### config.mk
export PLATFORM = sky130hd
export DESIGN_NAME = inv_round_sequencer
export DESIGN_NICKNAME = d
export VERILOG_FILES = /design/src/rtl/inv_round_sequencer.sv
export SDC_FILE = /design/constraint.sdc
export NUM_CORES = 1
export LEC_CHECK = 0
export BUFFER_PORTS_ARGS = -buffer_cell sky130_fd_sc_hd__buf_2
export CAP_MARGIN = 20
export CELL_PAD_IN_SITES_DETAIL_PLACEMENT = 0
export CELL_PAD_IN_SITES_GLOBAL_PLACEMENT = 1
export CORE_AREA = 2 2 353 355
export DETAILED_ROUTE_END_ITERATION = 7
export DIE_AREA = 0 0 355 357
export MAX_ROUTING_LAYER = met4
export PLACE_DENSITY = 0.44
export SKIP_LAST_GASP = 1
export SLEW_MARGIN = 30
export SYNTH_ARGS = -nofsm -noshare
export SYNTH_HDL_FRONTEND = slang
export SYNTH_SLANG_ARGS = --single-unit
### constraint.sdc
create_clock -name clk -period 13.9 [get_ports clk]
set_input_delay 2.78 -clock clk [delete_from_list [all_inputs] [get_ports clk]]
set_output_delay 2.78 -clock clk [all_outputs]
set_load 0.005 [all_outputs]
### src/rtl/inv_round_sequencer.sv
// -----------------------------------------------------------------------------
// inv_round_sequencer
// Iterative AES inverse-cipher round sequencer with the AddRoundKey stage.
// One 128-bit block is processed at a time. The block is whitened with round
// key NR on acceptance. It then takes NR round cycles through the external
// InvShiftRows/InvSubBytes and InvMixColumns datapaths. The plaintext is held
// until the downstream side takes it.
//
// Ports
//   clk, rst        rising-edge clock, asynchronous active-high reset
//   i_in_valid      ciphertext block offered
//   o_in_ready      block accepted this cycle if offered (IDLE only)
//   i_in_data       ciphertext, byte 0 = bits [0:7]
//   o_key_idx       round-key index requested this cycle
//   i_round_key     round key for o_key_idx (combinational, same cycle)
//   o_isb_din       state register to the InvShiftRows/InvSubBytes path
//   i_isb_dout      result of that path (combinational)
//   o_imc_din       i_isb_dout ^ i_round_key, to InvMixColumns
//   o_imc_bypass    InvMixColumns bypass, high in the final round
//   i_imc_dout      InvMixColumns result (combinational)
//   o_out_valid     plaintext available
//   i_out_ready     downstream accepts plaintext
//   o_out_data      plaintext (state register)
//   o_busy          sequencer not idle
// -----------------------------------------------------------------------------
module inv_round_sequencer #(
    parameter int NR     = 10,
    parameter int KIDX_W = 4
) (
    input  logic              clk,
    input  logic              rst,
    input  logic              i_in_valid,
    output logic              o_in_ready,
    input  logic [0:127]      i_in_data,
    output logic [KIDX_W-1:0] o_key_idx,
    input  logic [0:127]      i_round_key,
    output logic [0:127]      o_isb_din,
    input  logic [0:127]      i_isb_dout,
    output logic [0:127]      o_imc_din,
    output logic              o_imc_bypass,
    input  logic [0:127]      i_imc_dout,
    output logic              o_out_valid,
    input  logic              i_out_ready,
    output logic [0:127]      o_out_data,
    output logic              o_busy
);

    // Round-counter landmarks
    localparam logic [KIDX_W-1:0] K_LAST  = KIDX_W'(NR);
    localparam logic [KIDX_W-1:0] K_FIRST = KIDX_W'(NR - 1);
    localparam logic [KIDX_W-1:0] K_ONE   = KIDX_W'(1);
    localparam logic [KIDX_W-1:0] K_ZERO  = {KIDX_W{1'b0}};

    typedef enum logic [1:0] {
        S_IDLE  = 2'd0,
        S_ROUND = 2'd1,
        S_DONE  = 2'd2
    } fsm_t;

    fsm_t              r_fsm;
    logic [0:127]      r_state;
    logic [KIDX_W-1:0] r_round;
    logic [KIDX_W-1:0] r_key_idx;
    logic              r_in_ready;
    logic              r_out_valid;
    logic              r_busy;
    logic              r_bypass;

    logic [0:127]      w_init_state;
    logic [0:127]      w_add_key;

    // Initial whitening uses the key fetched while idle (index NR).
    assign w_init_state = i_in_data ^ i_round_key;
    // AddRoundKey sits between the ISR/ISB path and InvMixColumns.
    assign w_add_key    = i_isb_dout ^ i_round_key;

    assign o_isb_din    = r_state;
    assign o_imc_din    = w_add_key;
    assign o_out_data   = r_state;
    assign o_key_idx    = r_key_idx;
    assign o_in_ready   = r_in_ready;
    assign o_out_valid  = r_out_valid;
    assign o_busy       = r_busy;
    assign o_imc_bypass = r_bypass;

    // Sequencer FSM; every output flag is registered alongside the state so it
    // is glitch-free. The key index is pre-computed for the next cycle.
    always_ff @(posedge clk or posedge rst) begin
        if (rst) begin
            r_fsm       <= S_IDLE;
            r_state     <= {128{1'b0}};
            r_round     <= K_ZERO;
            r_key_idx   <= K_LAST;
            r_in_ready  <= 1'b1;
            r_out_valid <= 1'b0;
            r_busy      <= 1'b0;
            r_bypass    <= 1'b0;
        end else begin
            case (r_fsm)
                S_IDLE: begin
                    if (i_in_valid) begin
                        r_state    <= w_init_state;
                        r_round    <= K_FIRST;
                        r_key_idx  <= K_FIRST;
                        r_bypass   <= (K_FIRST == K_ZERO);
                        r_in_ready <= 1'b0;
                        r_busy     <= 1'b1;
                        r_fsm      <= S_ROUND;
                    end else begin
                        r_key_idx  <= K_LAST;
                        r_bypass   <= 1'b0;
                    end
                end
                S_ROUND: begin
                    r_state <= i_imc_dout;
                    if (r_round == K_ZERO) begin
                        // Final round done; park the key index for the next block.
                        r_fsm       <= S_DONE;
                        r_out_valid <= 1'b1;
                        r_bypass    <= 1'b0;
                        r_key_idx   <= K_LAST;
                    end else begin
                        // Decrement only while nonzero so the counter never wraps.
                        r_round   <= r_round - K_ONE;
                        r_key_idx <= r_round - K_ONE;
                        r_bypass  <= (r_round == K_ONE);
                    end
                end
                S_DONE: begin
                    if (i_out_ready) begin
                        r_fsm       <= S_IDLE;
                        r_out_valid <= 1'b0;
                        r_in_ready  <= 1'b1;
                        r_busy      <= 1'b0;
                        r_key_idx   <= K_LAST;
                    end else begin
                        r_out_valid <= 1'b1;
                    end
                end
                default: begin
                    // Illegal encoding: return to a clean idle state.
                    r_fsm       <= S_IDLE;
                    r_round     <= K_ZERO;
                    r_key_idx   <= K_LAST;
                    r_in_ready  <= 1'b1;
                    r_out_valid <= 1'b0;
                    r_busy      <= 1'b0;
                    r_bypass    <= 1'b0;
                end
            endcase
        end
    end

endmodule

# After elaboration in Yosys (flattened, before gate mapping)
# Index checks and enable logic that the tools add are counted.
# classes
addsub	1
eq_ne	7
n_mux	24
bitwise	5
n_reduce_logical	8
# op_table
op	count
128-bit one-hot mux with 2 select lines	1
128-bit bitwise XOR	2
128-bit two-way mux	1
4-bit one-hot mux with 3 select lines	2
4-bit two-way mux	4
1-bit one-hot mux with 3 select lines	3
3-bit AND reduction	3
2-bit two-way mux	4
2-bit inequality test, second input constant	4
1-bit two-way mux	7
2-bit one-hot mux with 3 select lines	1
4-bit by 1-bit == test with 1-bit output, second input constant	1
4-bit logical NOT	1
2-bit AND reduction	2
4-bit by 1-bit subtractor with 4-bit output, second input constant	1
1-bit NOT	3
2-bit by 1-bit == test with 1-bit output, second input constant	1
2-bit == test, second input constant	1
2-bit logical NOT	1
1-bit one-hot mux with 2 select lines	1
2-bit nonzero test	1
# word_totals
ff_bits	142
out_inout_bits	392

# Longest topological paths before layout
# logic_depth
word_depth	3
mapped_depth	9
depth_no_buf	5

# Worst setup path before layout
# OpenSTA, ideal clock, no wires.
# synth_path
kind	input to output
from	input i_isb_dout[0] (netlist bit)
to	output o_imc_din[0] (netlist bit)
arrival_time_ps	2932
required_time_ps	11120
path_slack_ps	8188
path_stages	1
path_cell_list	xor2_1
# synth_via
elab_chain_len	1
# synth_rtl
item	line	source
start: declaration	38	input logic [0:127] i_isb_dout,
128-bit bitwise XOR	75	assign w_add_key = i_isb_dout ^ i_round_key;
end: declaration	39	output logic [0:127] o_imc_din,
# No other way between the ends.

# Final worst setup path
# layout_path
from	input i_round_key[117] (netlist bit)
to	output o_imc_din[117] (netlist bit)
# layout_via
elab_chain_len	1
# layout_rtl
item	line	source
start: declaration	36	input logic [0:127] i_round_key,
128-bit bitwise XOR	75	
# No other way between the ends.

==> flow_metrics.py <==
metrics = {
    "timing": {
        "setup_ws_ns": 7.451,
        "period_needed_ns": 6.449,
        "min_period_over_period_pct": 46.39,
        "holdWs_ns": 0.4803,
        "grt_setup_unrepaired": "false",
        "max_freq_ghz": 0.1551,
        "hold_viol_final": 0,
        "setup_violations": 0,
        "tns_ns": 0,
        "drv_slew": 0,
        "tightest_slew_ns": 0.8582,
        "fin_skew_ns": 0.01612,
        "max_slew_margin_pct": 42.67,
    },
    "yosys": {
        "synthesis.nets": 1551,
        "synth.area.top_cells": "dfrtp_1, xor2_1, mux2i_1, buf_4, o21ai_0",
        "synthFlopType": "dfrtp_1",
        "syn_area_per_cell_sq_um": 9.636,
        "yosysSeqAreaShare_pct": 35.91,
        "yosys_warnings": 0,
        "synth_largest_area_cell": "dfrtp_1",
        "syn_inst": 1028,
        "ys_top_cells_by_count": "xor2_1, buf_4, dfrtp_1",
        "async_flop_share_pct": 100.0,
        "synth_top_area_share_pct": 35.11,
        "synth_cell_types": 37,
        "netlist_area_sq_um": 9906,
        "yosys_register_bits": 142,
        "synth-edff-count": 0,
        "synth.most_common_cell": "xor2_1",
    },
    "cells_and_area": {
        "fill_cells": 14307,
        "drive_above_1_share_pct": 53.11,
        "multi_input_area_sq_um": 5105,
        "ff_latch_area_sq_um": 3557,
        "syn_to_final_growth_pct": 61.44,
        "nNetsFinal": 2308,
    },
    "place": {
        "placement.io_buffers": 907,
        "place_ws_ns": 7.573,
        "dp_hpwl_um": 47950,
        "routabilityCongestion": 0.8356,
    },
    "global_routing": {
        "grt.total_usage_pct": 8.491,
        "grt_max_degree": 79,
        "grt_pass1_wl_um": 71870,
        "grt_overflow_total": 0,
        "antenna_found_initial": 7,
        "grt_pass1_vias": 9859,
    },
    "detailed_routing": {
        "firstDrtPassIters": 5,
        "wl_per_cell_um": 15.97,
        "routed-via-count": 9733,
        "vias_per_cell": 2.832,
        "drt-met1-wl_um": 22270,
        "ant_nets": 0,
        "drc": 0,
        "drt_iter0_markers": 344,
        "wl_met2_um": 26770,
        "routed_wl_um": 54870,
        "met3_length_um": 4164,
        "top_layer_used": "met4",
    },
    "setup_path": {
        "max_stage_delay_ns": 0.54,
        "startpoint_type": "input port",
        "worstSetupPathType": "input port to output pin",
        "timing.rr.end": "o_isb_din[47]",
        "critical_path.most_common_cell": "buf_2",
        "reg2regPathDepth": 6,
        "crit_required_ns": 11.12,
        "worst-path-max-fanout": 2,
        "cpMaxStageDelayCell": "xor2_1",
        "arrival_ns": 3.67,
        "r2r-start": "r_fsm[1]",
        "crit_chain": "buf_2 -> xor2_1 -> buf_2",
        "endpoint_kind": "output pin",
        "ff2ff_setup_slack_ns": 10.54,
    },
    "cts": {
        "clkTransAtPathRegs_ns": 0.07,
        "cts_resized": 0,
        "cts_buffers": 17,
        "ctsHoldBuffers": 0,
        "clockBufferDepth": 2,
        "clockRootBuffer": "clkbuf_16",
        "cts_setup_buffers": 0,
        "clk_latency_ns": 0.48,
        "cts.sinks": 142,
        "cts_tree": "built",
        "htree_levels": 4,
    },
    "worst_hold_path": {
        "min_path_cells": 2,
        "hold_class": "flip-flop to flip-flop",
        "hold_start": "o_in_ready",
        "hold_path_end": "o_in_ready",
    },
    "floorplan": {
        "fp-row-count": 129,
        "die_w_um": 355,
        "die-area_sq_um": 126700,
        "initial_core_util_pct": 8.054,
        "die_h_um": 357,
        "coreArea_sq_um": 123000,
        "num_io_pins": 908,
    },
    "pwr": {
        "p_leak_nw": 8.109,
        "power_frac_seq_pct": 30.3,
        "ir_drop_mv": 0.09694,
        "p_clk_share_pct": 18.5,
        "comb_power_share_pct": 51.1,
        "p_switching_mw": 1.288,
        "p_int_mw": 1.559,
        "power_density_nw_per_um2": 178.0,
        "swShare_pct": 45.23,
    },
    "run_status": {
        "status": "finished clean",
    },
    "job": {
        "max-cap-violations": 0,
    },
}
[sequential cells by signal, summed over array words and instances, names as in the netlist]
signal	cells
r_round	4
o_out_valid	1
o_imc_bypass	1
r_fsm	2
o_in_ready	1
o_key_idx	4
o_busy	1
o_isb_din	128
[how the worst max path moves through the flow]
| stage | end | slack, ns | cells after the start | startpoint |
|---|---|---|---|---|
| 3_3_place_gp | o_imc_din[117] | 7.56 | 3 | i_round_key[117] |
| 5_1_grt | o_imc_din[117] | 7.38 | 3 | i_round_key[117] |
| 2_1_floorplan | o_busy | 7.32 | 1 | rst |
| 6_report | o_imc_din[117] | 7.45 | 3 | i_round_key[117] |
| 3_5_place_dp | o_imc_din[117] | 7.57 | 3 | i_round_key[117] |
| 4_1_cts | o_imc_din[117] | 7.56 | 3 | i_round_key[117] |
[power groups by stage]
stage / Sequential (mW) / Combinational (mW) / Clock, mW
2_1_floorplan: 0.790 / 0.959 / 0
5_1_grt: 0.898 / 1.64 / 0.581
3_3_place_gp: 0.879 / 1.51 / 0
3_5_place_dp: 0.888 / 1.51 / 0
4_1_cts: 0.880 / 1.51 / 0.569
6_report: 0.864 / 1.46 / 0.528
[stage by stage]
| step | cells | util [%] | cell area, sq um | power [mW] |
|---|---|---|---|---|
| after floorplan | 1028 | - | 9906 | 1.749 |
| after global placement | 3403 | 12.48 | 15350 | 2.386 |
| after detailed placement | 3403 | 12.48 | 15350 | 2.393 |
| after CTS | 3435 | 13.00 | 15990 | 2.958 |
| after global routing | 3437 | 13.00 | 15990 | 3.122 |
| final | 3437 | 13.00 | 15990 | 2.847 |
[worst max-delay path: cells and delay by family]
family    cells  cell delay [ns]
buf+inv       2             0.35
xor+xnor      1             0.54
[routing by layer]
metal  GRT usage (%)  up-vias
met5               -        -
met4           3.576        0
met3           2.224       41
met2           13.72      507
met1           9.939     4396
li1                -     4789
[logic make-up after synthesis]
kind of cell | after synthesis | share of synthesized area [%]
AOI/OAI and AO/OA | 150 | 8.021
xor gates and xnor gates | 257 | 22.72
adders and majority gates | 7 | 0.8841
buffers and inverters | 186 | 12.77
DFF | 142 | 35.91
muxes | 132 | 13.39
and+or+nand+nor | 154 | 6.303
[cell type report]
type | instances | share of cell area [%]
Antenna cell | 2 | 0.03130
Clock buffer | 17 | 2.660
Clock inverter | 15 | 1.307
Inverter | 8 | 0.2191
Multi-Input combinational cell | 700 | 31.92
Sequential cell | 142 | 22.24
Tap cell | 1637 | 12.81
Timing Repair Buffer | 916 | 28.81
[cells in the final DEF (no fill, tap or decap), types with 3 or more instances in the layout]
master / instances
a21oi_1: 4
buf_2: 907
buf_4: 9
bufinv_16: 4
clkbuf_16: 17
clkinv_2: 3
clkinv_4: 3
dfrtp_1: 139
dfstp_2: 3
ha_1: 6
inv_1: 7
inv_6: 3
mux2i_1: 130
nand2_1: 131
nand3_1: 3
nor2_1: 6
nor2b_1: 3
o21ai_0: 134
xor2_1: 256
(Power assumes the default switching activity.)
